`src/rtl/bar_width_sampler.sv`:
```
// bar_width_sampler: synchronises the raw scanner line, measures bar widths
// against the start-bar reference and emits 5-bit symbols with a one-hot
// position strobe for the downstream decoder.
module bar_width_sampler #(
  parameter int unsigned CNT_W = 8,
  parameter int unsigned QUIET = 64,
  parameter int unsigned MIN_N = 2
) (
  input  logic       clock,
  input  logic       reset,
  input  logic       scan,
  output logic [4:0] I,
  output logic [4:0] PG,
  output logic       err,
  output logic       code_done
);

  localparam int unsigned      Q_W     = $clog2(QUIET + 1);
  localparam logic [CNT_W-1:0] CNT_MAX = '1;
  localparam logic [CNT_W-1:0] N_MIN   = CNT_W'(MIN_N);
  localparam logic [CNT_W-1:0] N_MAX   = CNT_W'((1 << (CNT_W - 2)) - 1);
  localparam logic [Q_W-1:0]   Q_END   = Q_W'(QUIET);

  typedef enum logic [2:0] {
    S_IDLE,
    S_ARMED,
    S_REF,
    S_GAP,
    S_BAR,
    S_DONE,
    S_ERR_Q
  } state_t;

  state_t           state;
  logic             s1, sc, sc_d;
  logic [CNT_W-1:0] cnt, run_c, n;
  logic [Q_W-1:0]   q, q_c;
  logic [2:0]       bitcnt;
  logic [2:0]       k;
  logic [3:0]       sh;
  logic             bit_c;
  logic [4:0]       word_c;

  // Run length of the current sc level (saturating) and quiet-zone count
  always_comb begin
    run_c  = '0;
    q_c    = '0;
    bit_c  = 1'b0;
    word_c = '0;
    if (sc != sc_d)
      run_c = CNT_W'(1);
    else if (cnt == CNT_MAX)
      run_c = cnt;
    else
      run_c = cnt + CNT_W'(1);
    if (sc)
      q_c = '0;
    else if (q == Q_END)
      q_c = q;
    else
      q_c = q + Q_W'(1);
    // cnt holds the length of the bar that just ended when sc first reads 0
    bit_c  = (cnt >= (n + (n >> 1)));
    word_c = {sh, bit_c};
  end

  // Two-flop synchroniser, edge history and the run/quiet counters
  always_ff @(posedge clock) begin
    if (reset) begin
      s1   <= 1'b0;
      sc   <= 1'b0;
      sc_d <= 1'b0;
      cnt  <= '0;
      q    <= '0;
    end else begin
      s1   <= scan;
      sc   <= s1;
      sc_d <= sc;
      cnt  <= run_c;
      q    <= q_c;
    end
  end

  // Decode FSM with registered symbol, strobe and pulse outputs
  always_ff @(posedge clock) begin
    if (reset) begin
      state     <= S_IDLE;
      n         <= '0;
      bitcnt    <= '0;
      k         <= '0;
      sh        <= '0;
      I         <= '0;
      PG        <= '0;
      err       <= 1'b0;
      code_done <= 1'b0;
    end else begin
      I         <= '0;
      PG        <= '0;
      err       <= 1'b0;
      code_done <= 1'b0;
      case (state)
        S_IDLE: begin
          if (q_c == Q_END) state <= S_ARMED;
        end
        S_ARMED: begin
          if (sc) state <= S_REF;
        end
        S_REF: begin
          if (!sc) begin
            if (cnt < N_MIN || cnt > N_MAX) begin
              err   <= 1'b1;
              state <= S_IDLE;
            end else begin
              n      <= cnt;
              bitcnt <= '0;
              k      <= '0;
              state  <= S_GAP;
            end
          end
        end
        S_GAP: begin
          if (sc)
            state <= S_BAR;
          else if (q_c == Q_END)
            state <= S_ERR_Q;
        end
        S_BAR: begin
          if (sc) begin
            // Overlong bar is flagged as soon as it passes 4N
            if (run_c > (n << 2)) begin
              err   <= 1'b1;
              state <= S_IDLE;
            end
          end else if (cnt < (n >> 1)) begin
            err   <= 1'b1;
            state <= S_IDLE;
          end else if (bitcnt == 3'd4) begin
            I      <= word_c;
            PG     <= 5'b10000 >> k;
            k      <= k + 3'd1;
            bitcnt <= '0;
            state  <= (k == 3'd4) ? S_DONE : S_GAP;
          end else begin
            sh     <= {sh[2:0], bit_c};
            bitcnt <= bitcnt + 3'd1;
            state  <= S_GAP;
          end
        end
        S_DONE: begin
          if (sc) begin
            err   <= 1'b1;
            state <= S_IDLE;
          end else if (q_c == Q_END) begin
            code_done <= 1'b1;
            state     <= S_ARMED;
          end
        end
        S_ERR_Q: begin
          // Quiet zone already seen, so a bar here is a new start bar
          err   <= 1'b1;
          state <= sc ? S_REF : S_ARMED;
        end
        default: state <= S_IDLE;
      endcase
    end
  end

endmodule

```
`config.mk`:
```
export PLATFORM = sky130hd
export DESIGN_NAME = bar_width_sampler
export DESIGN_NICKNAME = d
export VERILOG_FILES = /design/src/rtl/bar_width_sampler.sv
export SDC_FILE = /design/constraint.sdc
export NUM_CORES = 1
export LEC_CHECK = 0
export ABC_AREA = 1
export BUFFER_PORTS_ARGS = -buffer_cell sky130_fd_sc_hd__buf_2
export CAP_MARGIN = 20
export CORE_ASPECT_RATIO = 0.5
export CORE_MARGIN = 2
export CORE_UTILIZATION = 65
export DETAILED_ROUTE_END_ITERATION = 8
export GPL_TIMING_DRIVEN = 0
export MAX_ROUTING_LAYER = met4
export PLACE_DENSITY = 0.87
export SYNTH_ARGS = -nofsm -noshare
export SYNTH_HDL_FRONTEND = slang
export SYNTH_SLANG_ARGS = --single-unit
export TNS_END_PERCENT = 20
```
`constraint.sdc`:
```
create_clock -name clock -period 6.1 [get_ports clock]
set_input_delay 0.915 -clock clock [delete_from_list [all_inputs] [get_ports clock]]
set_output_delay 0.915 -clock clock [all_outputs]
set_load 0.01 [all_outputs]
```
==> results.ini, run 1 <==
[outcome]
outcome = finished, final reports clean

[synth]
synth_enable_flop_cells = 0
synthDistinctLibCells = 37
ys.flop_type = dfxtp_1
avgSynthCellArea_um2 = 7.20
yosysSeqAreaShare = 0.331
yosys.area.top_type = dfxtp_1
async_flop_share = 0
syn-instance-count = 428
syn_nets = 466
netlist.area_leader.share = 0.331
netlist_area_mm2 = 0.00308
synth-seq-cells = 51
ys_warn_count = 0
synthTopCellsByArea = dfxtp_1 33%, ha_1 14%, inv_1 8.5%

[timing]
worst_pin_slew_ns = 0.504
min_period_ns = 2.99
fin_crit_sh = 0.490
slew_headroom = 0.664
fin_worst_skew_ns = 0.00712
setup-tns-final_ns = 0
max_freq_ghz = 0.335
hold_viol = 0
setup_viol = 0
report.final.slew_viol_count = 0
rsz0062_at_grt = false

[final_layout]
final_common_cell = inv_1
drive_above_1_share = 0.0690
area_growth_pct = 7.60
final_cells = 506
fin_area_mm2 = 0.00331
layout_common_cells = 70 x inv_1, 69 x nand2_1, 51 x dfxtp_1
num_antenna_cells = 0
nNetsFinal = 486

[setup_path]
worstPathArrival_ns = 3.19
required_ns = 6.30
crit_path_end_kind = flip-flop
cp_max_fo = 5
crit_type = flip-flop to flip-flop
cp-startpoint = cnt[0]
r2r_start = cnt[0]
cp-start-kind = flip-flop

[global_routing]
grt_max_degree = 19
grt_overflow = 0
grt_pass1_wl_um = 11000
grt_usage = 0.276
grt_pass1_vias = 2576
antenna_found_initial = 0

[cts]
clockRootBuffer = clkbuf_8
cts_num_sinks = 51
clk_pin_slew_worst_paths_ns = 0.09
cts_hold_buf = 0
cts_resized = 0
cts_buffers = 5
clk_latency_ns = 0.32
cts_tree = yes
htree_num_levels = 2
cts_setup_buffers = 0
clockBufferDepth = 2

[floorplanning]
die_h_um = 52.7
fp-row-count = 17
die_x_um = 101
ios = 15
core_mm2 = 0.00447
start_util = 0.690
die_area_mm2 = 0.00534

[placed_design]
portBuffers = 13
placedCellCount = 498
gp_congestion = 0.936
postPlaceCellArea_mm2 = 0.00322
dpl.hpwl_um = 5130

[drt]
drc_errors = 0
wl_per_cell_um = 12.9
ant_nets = 0
wirelength_um = 6520
first_pass_iters = 5
first_iter_violations = 92
vias_per_cell = 5.62
vias = 2846

[power]
p_leak_nw = 1.49
ir_worst_vdd_mv = 0.0991
power.total_uw = 596
power_density_mw_per_mm2 = 180

[worst_hold_path]
hp-class = flip-flop to flip-flop
min_from = s1

[flow_run]
drv_cap = 0

-- kinds of logic after synthesis --
| group | after synthesis | share of synthesized area |
|---|---|---|
| XOR/XNOR | 8 | 0.0227 |
| adder cells (fa/ha/maj) | 35 | 0.145 |
| AND/OR/NAND/NOR | 184 | 0.277 |
| buffers and inverters | 80 | 0.0995 |
| AO/OA/AOI/OAI | 70 | 0.125 |
| flip-flops | 51 | 0.331 |
-- worst max-delay path, stage by stage (launching register included) --
cell	delay, ns
dfxtp_1	0.43
inv_1	0.12
nor3_1	0.40
inv_1	0.11
nor3_1	0.19
a21oi_1	0.12
nor3_1	0.27
ha_1	0.30
nand2_1	0.07
nor2_1	0.04
o21ai_0	0.09
o211ai_1	0.12
nand2_1	0.13
nand3_1	0.14
nand2_1	0.11
inv_1	0.05
a21oi_1	0.14
nor2_1	0.05
-- through the flow --
step                      utilization  setup WS, ns  hold slack, ns
after floorplan                     -          3.66           0.388
after global placement          0.720          3.28           0.391
after detailed placement        0.720          3.18           0.403
after CTS                       0.742          3.18           0.419
after global routing            0.742          2.77           0.437
final                           0.742          3.11           0.417
-- sequential cells by signal (all words and copies together), names as in the netlist --
name       count
I              5
PG             5
bitcnt         3
cnt            8
code_done      1
err            1
k              3
n              8
q              7
s1             1
sc             1
sc_d           1
sh             4
state          3
-- layout make-up --
cell class                 count  area [µm²]
clock buffer                   5        68.8
buffer                         8        36.3
fill                         348        1150
clock inverter                 3        28.8
sequential                    51        1020
timing repair buffer          13        65.1
multi-input combinational    297        1750
inverter                      72         270
tap                           57        71.3
-- Yosys cell counts, types with 2 or more instances --
| cell type | number |
|---|---|
| nor2_1 | 44 |
| o21ai_0 | 19 |
| a211oi_1 | 3 |
| dfxtp_1 | 51 |
| or2_1 | 2 |
| inv_1 | 70 |
| nor4_1 | 5 |
| clkbuf_1 | 4 |
| xor2_1 | 3 |
| nor3_1 | 21 |
| ha_1 | 34 |
| nand4_1 | 7 |
| and3_1 | 2 |
| o211ai_1 | 3 |
| nand2_1 | 69 |
| xnor2_1 | 5 |
| a21oi_1 | 36 |
| a31oi_1 | 4 |
| nand3_1 | 27 |
| nor3_4 | 2 |
-- worst paths after layout --
kind               to  slack, ns  cells after the start
max reg2reg  state[0]       3.11                     17
max          state[0]       3.11                     17
min                sc       0.42                      2
min reg2reg        sc       0.42                      2
-- power by group --
part           internal (mW)  leakage (nW)  switching (mW)  total, mW
Combinational         0.0146          1.03          0.0313     0.0459
Clock                 0.0851        0.0502           0.123      0.208
Sequential             0.337         0.412         0.00460      0.341
-- per-layer routing --
metal / global-route usage / part of all wire / vias up
met5: - / 0 / -
met4: 0.0878 / 0.011 / 0
met3: 0.0547 / 0.056 / 9
met2: 0.480 / 0.46 / 84
met1: 0.329 / 0.48 / 1294
li1: - / - / 1459
Power figures use the tool's default switching activity.
==> run 2, diff against run 1 <==
Settings changed: CORE_UTILIZATION 65 to 55, PLACE_DENSITY 0.87 to 0.78.
Clock period 6.1 ns to 2.64 ns, I/O delays scaled along.
==> run 2 against run 1 <==
  * The run now ends with negative setup slack left
  * Clock skew increased by 0.00051 ns
  * Routed wire length grew 13%
  * Via count increased by 2.3%
  * Combinational power grew to 3.1 times the previous value
  * Die area is 17% higher
  * Clock power is 130% higher
  * Hold slack lost 0.14 ns
  * Core utilization down 5.5 points
  * Sequential share of layout area down 2.7 points
  * Critical endpoint unchanged
  * Highest routed layer unchanged
==> results.ini, run 2 (synthesized netlist as in run 1, its figures left out) <==
[outcome]
outcome = finished, violations left
failed_checks = negative setup slack

[floorplanning]
ios = 15  ; unchanged
die_area_mm2 = 0.00625  ; +17%
fp-row-count = 19  ; +2
core_mm2 = 0.00544  ; +22%
die_h_um = 56.9  ; +8.0%
die_x_um = 110  ; +8.4%
start_util = 0.566  ; -0.124

[power]
ir_worst_vdd_mv = 0.233  ; +140%
power_density_mw_per_mm2 = 378  ; +110%
power.total_mw = 1.42  ; +140%
p_leak_nw = 1.64  ; +9.8%

[timing]
setup_viol = 1  ; +1
slew_headroom = 0.646  ; -0.0174
worst_pin_slew_ns = 0.530  ; +0.0261 ns
timing.final.ws_setup_ns = -0.00518  ; -3.12 ns
max_freq_ghz = 0.378  ; +13%
setup-tns-final_ns = -0.00518  ; -0.00518 ns
report.final.slew_viol_count = 0  ; unchanged
hold_viol = 0  ; unchanged
rsz0062_at_grt = true
fin_worst_skew_ns = 0.00764  ; +0.000513 ns
hold_ws_ns = 0.280  ; -0.138 ns
fin_crit_sh = 1.00  ; +0.512
min_period_ns = 2.65  ; -0.341 ns

[drt]
first_pass_iters = 4  ; -1
first_iter_violations = 228  ; +150%
drc_errors = 0  ; unchanged
wirelength_um = 7390  ; +13%
wl_per_cell_um = 13.7  ; +6.2%
ant_nets = 0  ; unchanged
vias_per_cell = 5.39  ; -4.2%
vias = 2911  ; +2.3%

[final_layout]
largestRegisters = cnt (8), n (8), q (7)
drive_above_1_share = 0.218  ; +0.149
multiInputGateArea_mm2 = 0.00199  ; +13%
fin_area_mm2 = 0.00374  ; +13%
layout_common_cells = 64 x inv_1, 60 x nand2_1, 41 x nor2_1
finish.utilization = 0.687  ; -0.0548
final_common_cell = inv_1
area_growth_pct = 21.4
nNetsFinal = 504  ; +3.7%
ff_latch_area_mm2 = 0.00105  ; +2.8%
fill_cells = 422  ; +21%
num_antenna_cells = 0  ; unchanged

[global_routing]
antenna_found_initial = 0  ; unchanged
grt_usage = 0.229  ; -0.0470
grt_pass1_vias = 2516  ; -2.3%
grt_max_degree = 19  ; unchanged
use_met1 = 0.316  ; -0.0127
grt_overflow = 0  ; unchanged
grtUsageMet2 = 0.354  ; -0.126
grt-busiest-layer = met2
gr-usage-met3 = 0.0465  ; -0.00821
grt_pass1_wl_um = 11100  ; +0.75%

[placed_design]
dpl.hpwl_um = 4870  ; -5.2%
postPlaceCellArea_mm2 = 0.00324  ; +0.62%
portBuffers = 13  ; unchanged
gp_congestion = 0.895  ; -4.4%

[cts]
cts_buffers = 5  ; unchanged
cts_hold_buf = 0  ; unchanged
cts_num_sinks = 51  ; unchanged
clk_latency_ns = 0.32  ; about the same
clk_pin_slew_worst_paths_ns = 0.10  ; about the same
clockBufferDepth = 2  ; unchanged
clockRootBuffer = clkbuf_8
cts_tree = yes
htree_num_levels = 2  ; unchanged

[setup_path]
crit_path_end_kind = flip-flop
worstPathArrival_ns = 2.84  ; -0.35 ns
cp-start-kind = flip-flop
required_ns = 2.84  ; -3.46 ns
cp_max_fo = 8  ; +3
crit_type = flip-flop to flip-flop

[worst_hold_path]
hp-class = primary input to flip-flop

[flow_run]
drv_cap = 0  ; unchanged

==> run 2: cell types whose count changed in the layout (fill, tap and decap cells not counted), sizes merged <==
cell | previous run | this run
clkinvlp | 0 | 1
inv | 72 | 71
buf | 16 | 34
==> run 2: per-layer routing <==
layer	up-vias	part of all wire
li1	1499	-
met4	0	0.012
met5	-	0
met2	66	0.46
met3	12	0.051
met1	1334	0.48
==> run 2: worst max-delay path: stages, from the launching register on <==
cell      delay, ns
dfxtp_2        0.46
nand2_2        0.14
nor2_4         0.20
a21oi_1        0.10
inv_1          0.12
nor3_2         0.07
nor3_1         0.27
ha_1           0.30
nand2_1        0.08
nor2_2         0.04
o21ai_0        0.07
o211ai_1       0.17
nand2_4        0.14
nand3_4        0.08
nand2_2        0.10
inv_2          0.03
a21oi_2        0.10
nor2_1         0.04
==> run 2: per-stage QoR <==
step                setup slack, ns  std cells
floorplan                     0.205        428
global placement             -0.227        514
detailed placement           -0.263        514
CTS                         0.00330        524
global route                 -0.167        540
finish                     -0.00518        540
==> run 2: area by class of cell <==
cell class,count,area share
clock inverter,3,0.00769
multi-input combinational,297,0.531
buffer,8,0.00970
sequential,51,0.281
tap,73,0.0244
inverter,72,0.0742
timing repair buffer,31,0.0535
clock buffer,5,0.0184
==> run 2: timing repair <==
item	4_1_cts	5_1_grt
resized for setup	20	54
setup buffers	2	16
pin swaps	1	28
endpoints found under the setup margin	5	6
==> run 2: final timing paths <==
| path | start | endpoint | slack (ns) | depth (start not counted) |
|---|---|---|---|---|
| worst min register to register | s1 | sc | 0.42 | 2 |
| worst max-delay path | cnt[5] | state[0] | -0.005 | 17 |
| worst min-delay path | scan | s1 | 0.28 | 3 |
| worst max register to register | cnt[5] | state[0] | -0.005 | 17 |
==> run 2: report_power, final <==
part	internal, mW	switching, mW	leakage [nW]
Clock	0.197	0.291	0.0502
Combinational	0.0509	0.0906	1.17
Sequential	0.775	0.0112	0.419
